File: config.mk
export PLATFORM = sky130hd
export DESIGN_NAME = dvs_event_fifo
export DESIGN_NICKNAME = d
export VERILOG_FILES = /design/src/rtl/dvs_event_fifo.sv
export SDC_FILE = /design/constraint.sdc
export NUM_CORES = 1
export LEC_CHECK = 0
export ABC_AREA = 1
export CORE_MARGIN = 2
export CORE_UTILIZATION = 55
export DETAILED_ROUTE_END_ITERATION = 8
export PLACE_DENSITY = 0.73
export SLEW_MARGIN = 40
export SYNTH_ARGS = -nofsm -noshare
export SYNTH_HDL_FRONTEND = slang
export SYNTH_SLANG_ARGS = --single-unit
File: constraint.sdc
create_clock -name clk -period 4 [get_ports clk]
set_input_delay 0.4 -clock clk [delete_from_list [all_inputs] [get_ports clk]]
set_output_delay 0.4 -clock clk [all_outputs]
set_load 0.02 [all_outputs]
File: src/rtl/dvs_event_fifo.sv
// Elastic FWFT event buffer between the DVS AER receiver and the RAVENS consumer.
// Drops events on overflow and keeps drop and peak-occupancy diagnostics.
package dvs_ravens_pkg;
  localparam int DVS_X_ADDR_BITS   = 9;
  localparam int DVS_Y_ADDR_BITS   = 9;
  localparam int TIMESTAMP_US_BITS = 32;
endpackage

module dvs_event_fifo
  import dvs_ravens_pkg::*;
#(
  parameter int DEPTH         = 16,
  parameter int DROP_CNT_BITS = 16,
  parameter int X_BITS        = DVS_X_ADDR_BITS,
  parameter int Y_BITS        = DVS_Y_ADDR_BITS,
  parameter int TS_BITS       = TIMESTAMP_US_BITS
) (
  input  logic                       clk,
  input  logic                       rst_n,
  input  logic                       in_valid,
  input  logic [X_BITS-1:0]          in_x,
  input  logic [Y_BITS-1:0]          in_y,
  input  logic [TS_BITS-1:0]         in_ts,
  input  logic                       in_pol,
  output logic                       out_valid,
  input  logic                       out_ready,
  output logic [X_BITS-1:0]          out_x,
  output logic [Y_BITS-1:0]          out_y,
  output logic [TS_BITS-1:0]         out_ts,
  output logic                       out_pol,
  output logic [$clog2(DEPTH):0]     count,
  output logic [$clog2(DEPTH):0]     peak_count,
  output logic [DROP_CNT_BITS-1:0]   drop_count,
  output logic                       overflow,
  input  logic                       clear_stats
);

  localparam int PTR_BITS = $clog2(DEPTH);
  localparam int CNT_BITS = PTR_BITS + 1;
  localparam logic [CNT_BITS-1:0]      FULL_CNT = CNT_BITS'(DEPTH);
  localparam logic [DROP_CNT_BITS-1:0] DROP_MAX = '1;

  typedef struct packed {
    logic [X_BITS-1:0]  x;
    logic [Y_BITS-1:0]  y;
    logic [TS_BITS-1:0] ts;
    logic               pol;
  } event_t;

  event_t                mem [DEPTH];
  event_t                head;
  logic [PTR_BITS-1:0]   wr_ptr;
  logic [PTR_BITS-1:0]   rd_ptr;
  logic [CNT_BITS-1:0]   count_next;
  logic [CNT_BITS-1:0]   peak_next;
  logic                  push;
  logic                  pop;
  logic                  drop;

  assign out_valid = (count != '0);
  assign pop       = out_valid & out_ready;
  // A full buffer still accepts an event when the head leaves in the same cycle.
  assign push      = in_valid & ((count != FULL_CNT) | pop);
  assign drop      = in_valid & ~push;

  always_comb begin
    count_next = count;
    case ({push, pop})
      2'b10:   count_next = count + 1'b1;
      2'b01:   count_next = count - 1'b1;
      default: count_next = count;
    endcase
  end

  always_comb begin
    peak_next = peak_count;
    if (clear_stats || (count_next > peak_count)) begin
      peak_next = count_next;
    end
  end

  // NOTE: the storage array has no reset; out_valid gates every read, so stale
  // contents are never visible, and leaving it unreset lets it map to RAM.
  always_ff @(posedge clk) begin
    if (push) begin
      mem[wr_ptr] <= event_t'{x: in_x, y: in_y, ts: in_ts, pol: in_pol};
    end
  end

  // NOTE: all sequential state uses non-blocking assignments so every register
  // samples pre-edge values regardless of statement order.
  always_ff @(posedge clk or negedge rst_n) begin
    if (!rst_n) begin
      wr_ptr     <= '0;
      rd_ptr     <= '0;
      count      <= '0;
      peak_count <= '0;
    end else begin
      if (push) wr_ptr <= wr_ptr + 1'b1;
      if (pop)  rd_ptr <= rd_ptr + 1'b1;
      count      <= count_next;
      peak_count <= peak_next;
    end
  end

  // A drop coinciding with clear_stats is counted after the clear.
  always_ff @(posedge clk or negedge rst_n) begin
    if (!rst_n) begin
      drop_count <= '0;
      overflow   <= 1'b0;
    end else if (clear_stats) begin
      drop_count <= drop ? DROP_CNT_BITS'(1) : '0;
      overflow   <= drop;
    end else if (drop) begin
      if (drop_count != DROP_MAX) drop_count <= drop_count + 1'b1;
      overflow <= 1'b1;
    end
  end

  assign head    = mem[rd_ptr];
  assign out_x   = out_valid ? head.x   : '0;
  assign out_y   = out_valid ? head.y   : '0;
  assign out_ts  = out_valid ? head.ts  : '0;
  assign out_pol = out_valid ? head.pol : 1'b0;

endmodule

==> reports/results.txt <==
DRT iter0 DRCs = 2364
Top cells by area, synth = edfxtp_1, nor2_1, o211ai_1
# fillers = 4465
Cell Count, Final, Fillers Out = 3738
Sequential share of the synthesized area = 73.8%
Final period util = 98.1%
FP Rows = 91
Worst Path Required = 3.60 ns
Crit-path max FO = 176
R2R setup slack = 0.66 ns
Hold buffers post-CTS = 0
EDFF count, synth = 816
Vias in the first global route = 21.6k
Die W = 254 um
First-pass GRT wire length = 126000 um
Final Max Slew Viols = 0
Most frequent cells in the layout = edfxtp_1, nor2_1, o21ai_0
Hold Crit Class = in -> async
Total global-route track usage = 25.8%
Placeable Area = 0.0617 sq mm
Worst setup SP type = register
Initial Util = 55.7%
Die height = 254 um
1st-pass router iterations = 6
# setup viols final = 0
Crit Reg-Reg Endpoint = peak_count[0]
Crit path cell chain = buf_12 -> o21ai_0 -> o211ai_1 -> nand3_1 -> a21oi_1 -> clkdlybuf4s50_1
Clock Tree Buf Depth = 3
Die area = 0.0645 sq mm
Total number of vias = 22.2k
Storage element area = 0.0254 sq mm
Cells after Synth = 2729
Status = completed
Skew final = 0.0186 ns
Final global-route overflow total = 0
Asr flop ratio synth = 4.11%
Worst Setup Path Type = reg -> out
Area of the multi-input gates = 0.00806 sq mm
Final GP Congestion = 0.781
Max_slew headroom = 34.4%
RSZ-0062 raised after global routing = no
Worst Max-Slew Pin Slew = 0.984 ns
Ys flop type = edfxtp_1
DRC = 0
Worst R2R Path Depth = 19
Maxcap violations = 0
# resized after CTS = 0
Clock transition at path regs = 0.05 ns
Commonest non-fill, non-tap cell in the layout = edfxtp_1
Pwr Density = 758 mW/mm^2
Syn. warnings = 0
CTS tree = yes
DP Wirelength = 41800 um
Syn_nets = 2800
Worst setup path endpoint = out_ts[30]
Max IR drop VDD = 0.732 mV
Crit path launch = rd_ptr[0]
Post-CTS Setup Bufs = 0
Cell taking the most area after synthesis = edfxtp_1
Clock Latency Late Sink = 0.63 ns
Pin count of the biggest net entering global routing = 190
Worst path bufs/invs = 2
I/O pin count = 135
Final nets = 2904
CP top delay family = buffers and inverters
Final setup TNS = 0 ns
Cell depth of the worst setup path = 6
Min Tclk post-route = 3.92 ns
Synth-to-Final Area Change = 15.2%
Dpl cells = 3582
Worst hold slack = 0.208 ns
Leakage = 0.0131 uW
Avg Cell Area, Syn = 12.6 sq um
Hold Fails Final Rpt = 0
Wire per inst = 22.0 um
Total CTS buffers = 86
Vias/cell = 5.94
Mapped cell area = 0.0344 sq mm
Critical path's largest stage delay = 0.70 ns
Clock sinks = 851
Fraction of final layout cells sized beyond drive strength 1 = 7.07%
Antenna-violating nets left = 0
Crit-path slowest cell = clkdlybuf4s50_1
Crit. End Element = output pin
Crit Reg-Reg Startpoint = count[1]
Fmax = 0.255 GHz
Synth unique cells = 29
IO Port Bufs = 134
Final wirelength = 82300 um
Clk root buf = clkbuf_16
Antenna violations before repair = 6
Area share of the largest cell type after synthesis = 71.3%
H-tree depth = 3
Seq cells post-synth = 851
Worst Path Arrival = 3.52 ns
-- how the worst min path moves through the flow --
stage                  start             end  slack (ns)  depth (start not counted)
2_1_floorplan          rst_n        count[0]        0.10                          0
3_3_place_gp   drop_count[1]   drop_count[1]        0.52                          2
3_5_place_dp        overflow        overflow        0.49                          2
4_1_cts                rst_n  drop_count[13]        0.19                          2
5_1_grt                rst_n  drop_count[13]        0.22                          2
6_report               rst_n   drop_count[5]        0.21                          2
-- layout make-up --
class,count,area share (%)
antenna,3,0.0190
tap,837,2.64
clock inverter,48,1.33
multi-input combinational,1661,20.4
inverter,39,0.398
timing repair buffer,194,5.35
sequential,851,64.1
clock buffer,105,5.78
-- where the power goes --
group          switching [uW]  internal, uW  leakage (uW)
Combinational            7210          3680       0.00391
Sequential                334         10800       0.00782
Clock                    3250          4770       0.00136
-- metrics by stage --
step                total power, uW  worst slack, ns  utilization, %  instance area, sq um
finish                        30000           0.0759            64.2                 39600
global placement              21900            0.475            59.6                 36800
floorplan                     18200            0.261               -                 34400
CTS                           30200            0.135            64.2                 39600
global route                  31500           0.0303            64.2                 39600
detailed placement            22100            0.561            59.6                 36800
-- logic make-up (layout without fill, tap and decap cells) --
| logic type | count (synthesis) | count (layout) | share of synthesized area, % |
|---|---|---|---|
| buf+inv | 217 | 386 | 3.09 |
| simple gates | 998 | 998 | 11.5 |
| other cells | 0 | 3 | 0 |
| flops | 851 | 851 | 73.8 |
| fa+ha+maj | 15 | 15 | 0.568 |
| compound gates | 633 | 633 | 10.6 |
| xor+xnor | 15 | 15 | 0.382 |
-- synth_stat cells, types with 4 or more instances --
cell type	number
a21oi_1	54
nor2_1	606
dfrtp_1	35
ha_1	14
o211ai_1	187
xnor2_1	4
buf_6	21
edfxtp_1	816
o21ai_0	261
buf_2	36
nand4_1	6
o21ai_1	128
xor2_1	11
inv_1	36
nand3_1	148
buf_1	10
clkbuf_1	99
nand2_1	228
buf_4	12
-- state kept, by name, summed over array words and instances, names as in the netlist --
register    cells
drop_count     16
wr_ptr          4
count           5
overflow        1
mem           816
rd_ptr          4
peak_count      5
-- worst reg2reg max path, cell delays in order, from the launching register on --
cell	delay, ns
dfrtp_1	0.44
nor2_1	0.21
nand3_1	0.18
nand3_1	0.13
inv_1	0.10
ha_1	0.35
a21oi_1	0.14
nand2_1	0.07
xnor2_1	0.14
nand3_1	0.12
and2_1	0.18
ha_1	0.27
nand2_1	0.11
o21bai_1	0.11
nand2_1	0.05
o21ai_0	0.14
nand2_1	0.18
inv_1	0.21
nand2_1	0.07
nand2_1	0.07
-- routing by layer --
metal	track usage, %	up-vias	wire length, um
met5	0	-	53
met4	8.03	8	2360
met3	4.03	183	5230
met2	44.1	847	41200
met1	34.3	11000	33500
li1	-	10100	-
No activity file was read; power rests on OpenSTA's default activity.
